### config.mk
export PLATFORM = sky130hd
export DESIGN_NAME = plic_target_arbiter
export DESIGN_NICKNAME = d
export VERILOG_FILES = /design/src/rtl/plic_target_arbiter.sv
export SDC_FILE = /design/constraint.sdc
export NUM_CORES = 1
export LEC_CHECK = 0
export CAP_MARGIN = 20
export CORE_UTILIZATION = 35
export DETAILED_ROUTE_END_ITERATION = 10
export PLACE_DENSITY = 0.63
export SETUP_SLACK_MARGIN = 0.05
export SYNTH_ARGS = -nofsm -noshare
export SYNTH_HDL_FRONTEND = slang
export SYNTH_SLANG_ARGS = --single-unit
export TNS_END_PERCENT = 20
### constraint.sdc
create_clock -name clk_i -period 33.8 [get_ports clk_i]
set_input_delay 8.45 -clock clk_i [delete_from_list [all_inputs] [get_ports clk_i]]
set_output_delay 8.45 -clock clk_i [all_outputs]
set_load 0.005 [all_outputs]
### src/rtl/plic_target_arbiter.sv
// Purpose: PLIC gateways (IDLE/PENDING/INSERVICE per source) plus per-target priority arbiter and claim/complete.
// Latency: trigger at cycle n -> PENDING at n+1 -> irq_o/irq_id_o registered at n+2; claim_id_o one cycle after claim_i.
// Backpressure: none; triggers seen while PENDING/INSERVICE are dropped, invalid claims return 0, invalid completes are ignored.
//
// Ports:
//   clk_i, rst_ni        clock, asynchronous active-low reset
//   irq_sources_i, le_i  raw interrupt lines and per-source edge(1)/level(0) select
//   prio_i, ie_i         per-source priority (flat), per-target enable matrix
//   threshold_i          per-target priority threshold
//   claim_i, complete_i  one-cycle claim / complete pulses per target
//   complete_id_i        ID being completed per target, sampled with complete_i
//   irq_o, irq_id_o      registered interrupt request and winning ID per target (0 = none)
//   claim_id_o           ID handed out by the last claim per target, held until the next claim
module plic_target_arbiter #(
    parameter int unsigned NumSources  = 30,
    parameter int unsigned NumTargets  = 2,
    parameter int unsigned MaxPriority = 7,
    localparam int unsigned PrioW = $clog2(MaxPriority + 1),
    localparam int unsigned SrcW  = $clog2(NumSources + 1)
) (
    input  logic                           clk_i,
    input  logic                           rst_ni,
    input  logic [NumSources-1:0]          irq_sources_i,
    input  logic [NumSources-1:0]          le_i,
    input  logic [NumSources*PrioW-1:0]    prio_i,
    input  logic [NumTargets*NumSources-1:0] ie_i,
    input  logic [NumTargets*PrioW-1:0]    threshold_i,
    input  logic [NumTargets-1:0]          claim_i,
    input  logic [NumTargets-1:0]          complete_i,
    input  logic [NumTargets*SrcW-1:0]     complete_id_i,
    output logic [NumTargets-1:0]          irq_o,
    output logic [NumTargets*SrcW-1:0]     irq_id_o,
    output logic [NumTargets*SrcW-1:0]     claim_id_o
);

    typedef enum logic [1:0] {
        GW_IDLE      = 2'd0,
        GW_PENDING   = 2'd1,
        GW_INSERVICE = 2'd2
    } gw_state_e;

    gw_state_e state_q [NumSources];
    gw_state_e state_d [NumSources];
    logic [NumSources-1:0] prev_q;
    logic [NumSources-1:0] trig;
    logic [NumSources-1:0] claimed;
    logic [NumSources-1:0] done;

    logic [NumTargets-1:0]            irq_q;
    logic [NumTargets-1:0][SrcW-1:0]  irq_id_q;
    logic [NumTargets-1:0][SrcW-1:0]  claim_id_q;
    logic [NumTargets-1:0][SrcW-1:0]  claim_id_d;
    logic [NumTargets-1:0][SrcW-1:0]  arb_id;
    logic [NumTargets-1:0][PrioW-1:0] arb_prio;

    // Edge sources fire on a 0->1 transition of the line, level sources whenever the line is high.
    assign trig = (le_i & irq_sources_i & ~prev_q) | (~le_i & irq_sources_i);

    // Claims resolve against the ID each target is currently being shown. Targets are
    // scanned in ascending order so the lower index wins when two claim the same source.
    always_comb begin
        claimed    = '0;
        claim_id_d = claim_id_q;
        for (int t = 0; t < int'(NumTargets); t++) begin
            if (claim_i[t]) begin
                claim_id_d[t] = '0;
                for (int i = 0; i < int'(NumSources); i++) begin
                    if (irq_id_q[t] == SrcW'(i + 1) && state_q[i] == GW_PENDING && !claimed[i]) begin
                        claimed[i]    = 1'b1;
                        claim_id_d[t] = SrcW'(i + 1);
                    end
                end
            end
        end
    end

    // A complete is accepted from any target; only IDs naming an in-service source match,
    // so 0 and out-of-range IDs fall through naturally.
    always_comb begin
        done = '0;
        for (int i = 0; i < int'(NumSources); i++) begin
            for (int t = 0; t < int'(NumTargets); t++) begin
                if (complete_i[t] && complete_id_i[t*SrcW +: SrcW] == SrcW'(i + 1)
                    && state_q[i] == GW_INSERVICE) begin
                    done[i] = 1'b1;
                end
            end
        end
    end

    // Gateway next state. Completion returns to IDLE only; a still-high level line
    // re-pends on the following cycle.
    always_comb begin
        for (int i = 0; i < int'(NumSources); i++) begin
            state_d[i] = state_q[i];
            case (state_q[i])
                GW_IDLE:      if (trig[i])    state_d[i] = GW_PENDING;
                GW_PENDING:   if (claimed[i]) state_d[i] = GW_INSERVICE;
                GW_INSERVICE: if (done[i])    state_d[i] = GW_IDLE;
                default:                      state_d[i] = GW_IDLE;
            endcase
        end
    end

    always_ff @(posedge clk_i or negedge rst_ni) begin
        if (!rst_ni) begin
            for (int i = 0; i < int'(NumSources); i++) begin
                state_q[i] <= GW_IDLE;
            end
            prev_q <= '0;
        end else begin
            for (int i = 0; i < int'(NumSources); i++) begin
                state_q[i] <= state_d[i];
            end
            prev_q <= irq_sources_i;
        end
    end

    // Arbitration over registered pending state. Sources claimed this cycle are masked so
    // irq_id_o stops showing them on the very next cycle. Strict '>' while scanning upward
    // keeps the lowest ID on ties; prio > threshold means priority 0 can never win.
    always_comb begin
        arb_id   = '0;
        arb_prio = '0;
        for (int t = 0; t < int'(NumTargets); t++) begin
            for (int i = 0; i < int'(NumSources); i++) begin
                if (state_q[i] == GW_PENDING && !claimed[i] && ie_i[t*NumSources + i]
                    && prio_i[i*PrioW +: PrioW] > threshold_i[t*PrioW +: PrioW]
                    && prio_i[i*PrioW +: PrioW] > arb_prio[t]) begin
                    arb_prio[t] = prio_i[i*PrioW +: PrioW];
                    arb_id[t]   = SrcW'(i + 1);
                end
            end
        end
    end

    always_ff @(posedge clk_i or negedge rst_ni) begin
        if (!rst_ni) begin
            irq_q      <= '0;
            irq_id_q   <= '0;
            claim_id_q <= '0;
        end else begin
            irq_id_q   <= arb_id;
            claim_id_q <= claim_id_d;
            for (int t = 0; t < int'(NumTargets); t++) begin
                irq_q[t] <= (arb_id[t] != '0);
            end
        end
    end

    assign irq_o      = irq_q;
    assign irq_id_o   = irq_id_q;
    assign claim_id_o = claim_id_q;

endmodule

==> results of run 1 <==
## worst max-delay path, delay by kind of cell
family          cells  cell delay [ns]
compound gates     50             9.35
mux                15             4.42
simple gates       64             7.28
fa+ha+maj          42            11.62
buf+inv            32             3.69
## placed cells by master (no fill, tap or decap), types with 13 or more instances in the layout
master,instances
o21ai_0,105
a31oi_1,22
nor3_1,60
ha_1,217
a21o_1,67
buf_4,560
o21ai_2,14
o21a_1,52
dfrtp_1,112
o2111a_1,29
and3_1,29
o211a_1,16
o31ai_1,13
nand4_1,23
maj3_2,18
nor2_1,167
nand3_1,128
or3_1,13
o22ai_1,29
nand3b_1,16
a21boi_0,14
o211ai_1,22
nand2b_1,44
and2_1,48
nor2_4,15
nor2b_1,65
nand2_1,262
a21oi_1,140
inv_1,117
o21ai_1,21
clkdlybuf4s50_1,240
a21oi_2,13
nor2_2,24
a211oi_1,43
ha_4,36
mux2_4,16
## area by class of cell
type	instances	area (um^2)	share of cell area (%)
multi-input combinational	2129	16100	58.7
clock buffer	9	225	0.823
clock inverter	7	97.6	0.357
sequential	112	2800	10.2
inverter	130	503	1.84
tap	672	841	3.07
timing repair buffer	823	6840	25.0
## cell families after synthesis
| group | after synthesis |
|---|---|
| AOI/OAI and AO/OA | 810 |
| buffers and inverters | 184 |
| DFF | 112 |
| muxes | 30 |
| adders and majority gates | 278 |
| and+or+nand+nor | 1011 |
## stage by stage
stage                     hold WS (ns)  cell area, um^2  worst slack [ns]  instances  utilization (%)
after floorplan                  0.411            18300            -10.47       2425                -
after global placement           0.420            24800            -13.19       3748             49.1
after detailed placement         0.429            24800            -13.66       3748             49.1
after CTS                        0.433            26200            -10.77       3838             52.0
after global routing             0.458            27400            -12.03       3882             54.2
final                            0.433            27400            -10.69       3882             54.2
## path summary, 6_finish.rpt
path	endpoint	from	cells past startpoint	slack (ns)
min in group asynchronous	prev_q[28]	rst_ni	1	8.16
min	state_q[28]	state_q[29]	1	0.43
max reg2reg	irq_o[1]	irq_id_o[4]	201	-2.82
max in group asynchronous	state_q[56]	rst_ni	2	24.47
max	irq_o[1]	threshold_i[5]	203	-10.69
min reg2reg	state_q[28]	state_q[29]	1	0.43
## per-layer routing
metal	up-vias	wire length [um]	share of wire [%]
met5	-	47	0.057
met4	8	2810	3.4
met3	164	4910	5.9
met2	821	38300	46
met1	10965	36800	44
li1	10782	-	-
## sequential cells by signal, indices dropped and copies added, names as in the netlist
name / count
claim_id_o: 10
irq_id_o: 10
irq_o: 2
prev_q: 30
state_q: 60
## synthesized netlist by cell type (20+ instances only)
master,instances
a211oi_1,48
a21boi_0,20
a21o_1,68
a21oi_1,154
a31oi_1,28
and2_1,55
and3_1,34
clkbuf_1,44
dfrtp_1,112
ha_1,257
inv_1,130
nand2_1,275
nand2b_1,44
nand3_1,140
nand4_1,23
nor2_1,206
nor2b_1,65
nor3_1,64
o2111a_1,31
o211ai_1,22
o21a_1,52
o21ai_0,134
o22ai_1,31
o31ai_1,20
## timing repair
item	CTS	global route
hold buffers	0	0
endpoints found under the setup margin	12	12
resized for setup	160	172
cloned	0	0
buffers inserted	74	45
pin swaps	129	209
endpoints found under the hold margin	0	0
## report_power, final
group	total, uW	switching, uW	internal, uW
combinational	1720	893	829
clock	118	58.1	60.3
sequential	218	37.2	181
total	2060	988	1070
==> results by group, run 1 <==
Worst hold path
  • HP Class: reg2reg

Global route
  • Met2 Track Usage GR: 50.3%
  • Vias in the first global route: 22186
  • Pin count of the biggest net entering global routing: 61
  • Initial antenna violation count: 7
  • Met1 Use GR: 40.0%
  • Grt met3 use: 3.49%
  • Remaining global-route overflow: 0
  • First-pass GRT wire length: 124000 um
  • GRT busiest layer: met2
  • Total GRT Usage: 30.0%

Timing
  • Final period utilization: 132%
  • Setup total negative slack: -124.79 ns
  • Slew Limit Fails: 0
  • RSZ-0062 raised after global routing: true
  • Fin. Hold Viols: 0
  • Max transition margin: 29.5%
  • Fmax: 22.5 MHz
  • Pin slew with the least headroom to its limit: 1.05 ns
  • Tmin final: 44.49 ns
  • Setup WS post-layout: -10.69 ns
  • Clk_skew: 0.0173 ns
  • Setup violators final: 12

Worst setup path
  • Worst path slowest cell: or4_4
  • Startpoint Class: input pin
  • Worst endpoint required time: 34.10 ns
  • Setup Crit Path Kind: in2reg
  • CP most frequent cell: buf_4
  • Critical path fanouts, max: 5
  • Worst path max stage delay: 0.57 ns
  • CP arrival: 44.79 ns
  • Crit end category: register

Floorplanning
  • Core area: 50500 um^2
  • # rows: 82
  • I/O pins: 254
  • Vert. Die Dim: 229 um
  • DIE AREA: 52500 um^2
  • Initial core utilization: 35.8%
  • Die Wd: 229 um

Synth
  • Share of the synthesized area in the top cell type: 17.8%
  • Xor and xnor area share after synthesis: 0%
  • Synth Area in Compound Gates: 31.9%
  • Seq/Total Area, Yosys: 15.5%
  • Adder-cell share of the synthesized area: 19.0%
  • Multiplexer area fraction after synthesis: 1.79%
  • Top post-synthesis cells by area: ha_1 (18%), dfrtp_1 (16%), nand2_1 (5.7%), nor2_1 (4.3%), a21oi_1 (4.3%)
  • Syn avg cell area: 7.44 um^2
  • Number of synthesized flops with an enable pin: 0
  • Post-Syn Instances: 2425
  • Mapped Area: 18100 um^2
  • Unique cell type count in the Yosys netlist: 106
  • Synth async-reset ratio: 100%
  • Post-synthesis register bit count: 112
  • Largest family of logic cells by synthesized area: compound AO/OA/AOI/OAI gates
  • Cell accounting for the most synthesized area: ha_1
  • Syn_nets: 2914
  • Synth Warn #: 0
  • Top_reg_cell synth: dfrtp_1
  • Simple-gate share of the synthesized area: 27.8%

Clock network
  • Clock tree sinks: 112
  • CTS tree: built
  • CTS clock-pin slew for the worst setup and hold paths: 0.08 ns
  • Worst-Skew Late Latency: 0.37 ns
  • Clock Path Buffers: 2
  • # H-tree levels: 3
  • Inserted Clock Buffers: 9
  • Clk root buf: clkbuf_16

Detailed routing
  • Drt via density: 5.86
  • Post-route ant nets: 0
  • Routed wire length: 82800 um
  • DRC violations left: 0
  • DR iter-0 viols: 1598
  • 1st-pass router iterations: 6
  • Routed len/inst: 21.3 um
  • Vias: 22740

Final layout
  • Share of cells above drive strength 1: 28.6%
  • Nets@finish: 3694
  • Area growth, synth to finish: 51.6%
  • Antenna diodes: 0
  • Filler cells: 4785

Job
  • Max_cap viols: 0

Pwr
  • Power per cell area: 75.2 nW/um^2
  • Total power: 2060 uW
  • Leakage power: 0.0124 uW
  • Max VDD drop: 0.0000395 V

Placement
  • GPL Wtd Cong: 0.973
  • Hpwl dp: 65700 um
  • IO buf count: 253

Run status
  • Failing checks: negative setup slack
  • Status: finished with violations
Power figures use the tool's default switching activity.
==> inputs of run 2 (changes only) <==
CORE_MARGIN = 2   (was unset)
==> run 2 against run 1 <==
Net effect: the run still ends with negative setup slack left; sequential power about the same; final cell count decreased by 0.59%; via count decreased by 0.88%; critical path type unchanged; largest power group unchanged.
==> results by group, run 2 (synthesis results as in run 1) <==
Run status
  • Status: finished with violations
  • Failing checks: negative setup slack

Detailed routing
  • 1st-pass router iterations: 8
  • DRC violations left: 0
  • Routed len/inst: 21.5 um
  • Vias: 22541
  • Routed wire length: 82800 um
  • Post-route ant nets: 0
  • Drt via density: 5.84
  • DR iter-0 viols: 1637

Worst hold path
  • Hold path endpoint: state_q[20]
  • HP Class: reg2reg
  • Worst hold path depth: 1
  • Hold Crit Start: state_q[21]

Final layout
  • Highest-count cells in the layout ignoring fill and taps: buf_4 (533), nand2_1 (262), clkdlybuf4s50_1 (241), ha_1 (224), nor2_1 (168)
  • Non-Filler Instances: 3859
  • Final core occ: 52.7%
  • Commonest non-fill, non-tap cell in the layout: buf_4
  • Nets@finish: 3660
  • Filler cells: 4846
  • Area growth, synth to finish: 49.5%
  • Largest reg by FF count: state_q
  • Max FFs per register: 60
  • Share of cells above drive strength 1: 27.4%
  • Largest regs: state_q (60), prev_q (30)

Floorplanning
  • Die Wd: 231 um
  • Core area: 51200 um^2
  • # rows: 83
  • I/O pins: 254
  • Vert. Die Dim: 231 um
  • DIE AREA: 53400 um^2
  • Initial core utilization: 35.3%

Timing
  • Slew Limit Fails: 0
  • RSZ-0062 raised after global routing: true
  • Setup violators final: 12
  • Setup WS post-layout: -10.90 ns
  • Max transition margin: 17.1%
  • Final period utilization: 132%
  • Tmin final: 44.70 ns
  • Clk_skew: 0.0201 ns
  • Pin slew with the least headroom to its limit: 1.23 ns
  • Fin. Hold Viols: 0
  • Fmax: 22.4 MHz

Pwr
  • Sequential Power Share: 10.7%
  • Combinational Power Share: 83.5%
  • P_int: 1050 uW
  • Power per cell area: 75.4 nW/um^2
  • Switch share: 48.6%
  • Total power: 2030 uW
  • Max VDD drop: 0.0000326 V
  • Net switching power: 989 uW
  • Leakage power: 0.0123 uW
  • Clock Power Share: 5.8%

Worst setup path
  • R2R Setup Slk: -3.02 ns
  • Startpoint Class: input pin
  • CP arrival: 44.93 ns
  • Worst path slowest cell: or4_4
  • Critical path fanouts, max: 6
  • Setup Crit Path Kind: in2reg
  • Crit end category: register
  • Worst endpoint required time: 34.04 ns
  • CP most frequent cell: ha_4
  • RR Startpoint: irq_id_o[4]
  • Worst path max stage delay: 0.52 ns
  • R2R depth: 189
  • Reg2reg end: irq_o[1]

Global route
  • First-pass GRT wire length: 123000 um
  • Total GRT Usage: 29.2%
  • Remaining global-route overflow: 0
  • Initial antenna violation count: 7
  • Pin count of the biggest net entering global routing: 60
  • Vias in the first global route: 21956

Placement
  • Hpwl dp: 66300 um
  • Placed Cells: 3755
  • GPL Wtd Cong: 0.986
  • IO buf count: 253

Clock network
  • Worst-Skew Late Latency: 0.38 ns
  • Cts hold-fix bufs: 0
  • CTS clock-pin slew for the worst setup and hold paths: 0.09 ns
  • Clock tree sinks: 112
  • Clk root buf: clkbuf_16
  • Clock Path Buffers: 2
  • CTS tree: built
  • # H-tree levels: 3
  • Inserted Clock Buffers: 9

Job
  • Max_cap viols: 0
-- run 2: stage by stage --
step | hold slack [ns] | TNS (ns) | cell area [um^2] | setup slack (ns)
after floorplan | 0.411 | -123.06 | 18300 | -10.47
after global placement | 0.419 | -139.22 | 24800 | -12.94
after detailed placement | 0.426 | -149.63 | 24800 | -13.10
after CTS | 0.445 | -139.24 | 25500 | -12.03
after global routing | 0.466 | -146.20 | 27000 | -12.34
final | 0.445 | -125.21 | 27000 | -10.90
-- run 2: power groups by stage --
stage | clock network (uW) | registers (uW) | logic (uW)
2_1_floorplan | 0 | 214 | 801
3_3_place_gp | 0 | 218 | 1380
3_5_place_dp | 0 | 220 | 1410
4_1_cts | 119 | 217 | 1460
5_1_grt | 125 | 224 | 1830
6_report | 118 | 218 | 1700
-- run 2: layer usage --
metal  vias up  global-route usage, %  wire [um]
li1      10699                      -          -
met1     10873                   38.5      36400
met2       818                   49.7      38800
met3       145                   3.92       5020
met4         6                   8.57       2570
met5         -                      0         43
-- run 2: worst max-delay path, delay by kind of cell --
kind	cells	cell delay, ns
adder cells (fa/ha/maj)	47	13.05
AO/OA/AOI/OAI	56	10.70
multiplexers	15	4.74
buffers and inverters	7	0.59
AND/OR/NAND/NOR	66	7.33
-- run 2: worst max-delay path by stage --
stage,start,endpoint,slack [ns],cells past startpoint
finish,threshold_i[4],irq_o[1],-10.90,191
global route,threshold_i[5],irq_o[1],-12.34,191
CTS,threshold_i[3],irq_o[1],-12.03,191
detailed placement,threshold_i[4],irq_o[1],-13.10,192
global placement,claim_i[1],irq_o[1],-12.94,190
floorplan,threshold_i[2],irq_o[0],-10.47,203
-- run 2: final cells by class --
cell class,instances,area (um^2),area share [%]
Multi-Input combinational cell,2129,16000,59.1
Inverter,130,503,1.86
Antenna cell,3,7.51,0.0278
Timing Repair Buffer,789,6540,24.2
Sequential cell,112,2800,10.4
Tap cell,680,851,3.15
Clock inverter,7,96.3,0.357
Clock buffer,9,225,0.835
-- run 2: what timing repair did --
action | 4_1_cts | 5_1_grt
setup endpoints to repair | 12 | 12
resized for setup | 53 | 255
pin swaps | 43 | 223
gates cloned | 0 | 0
buffers inserted | 28 | 56
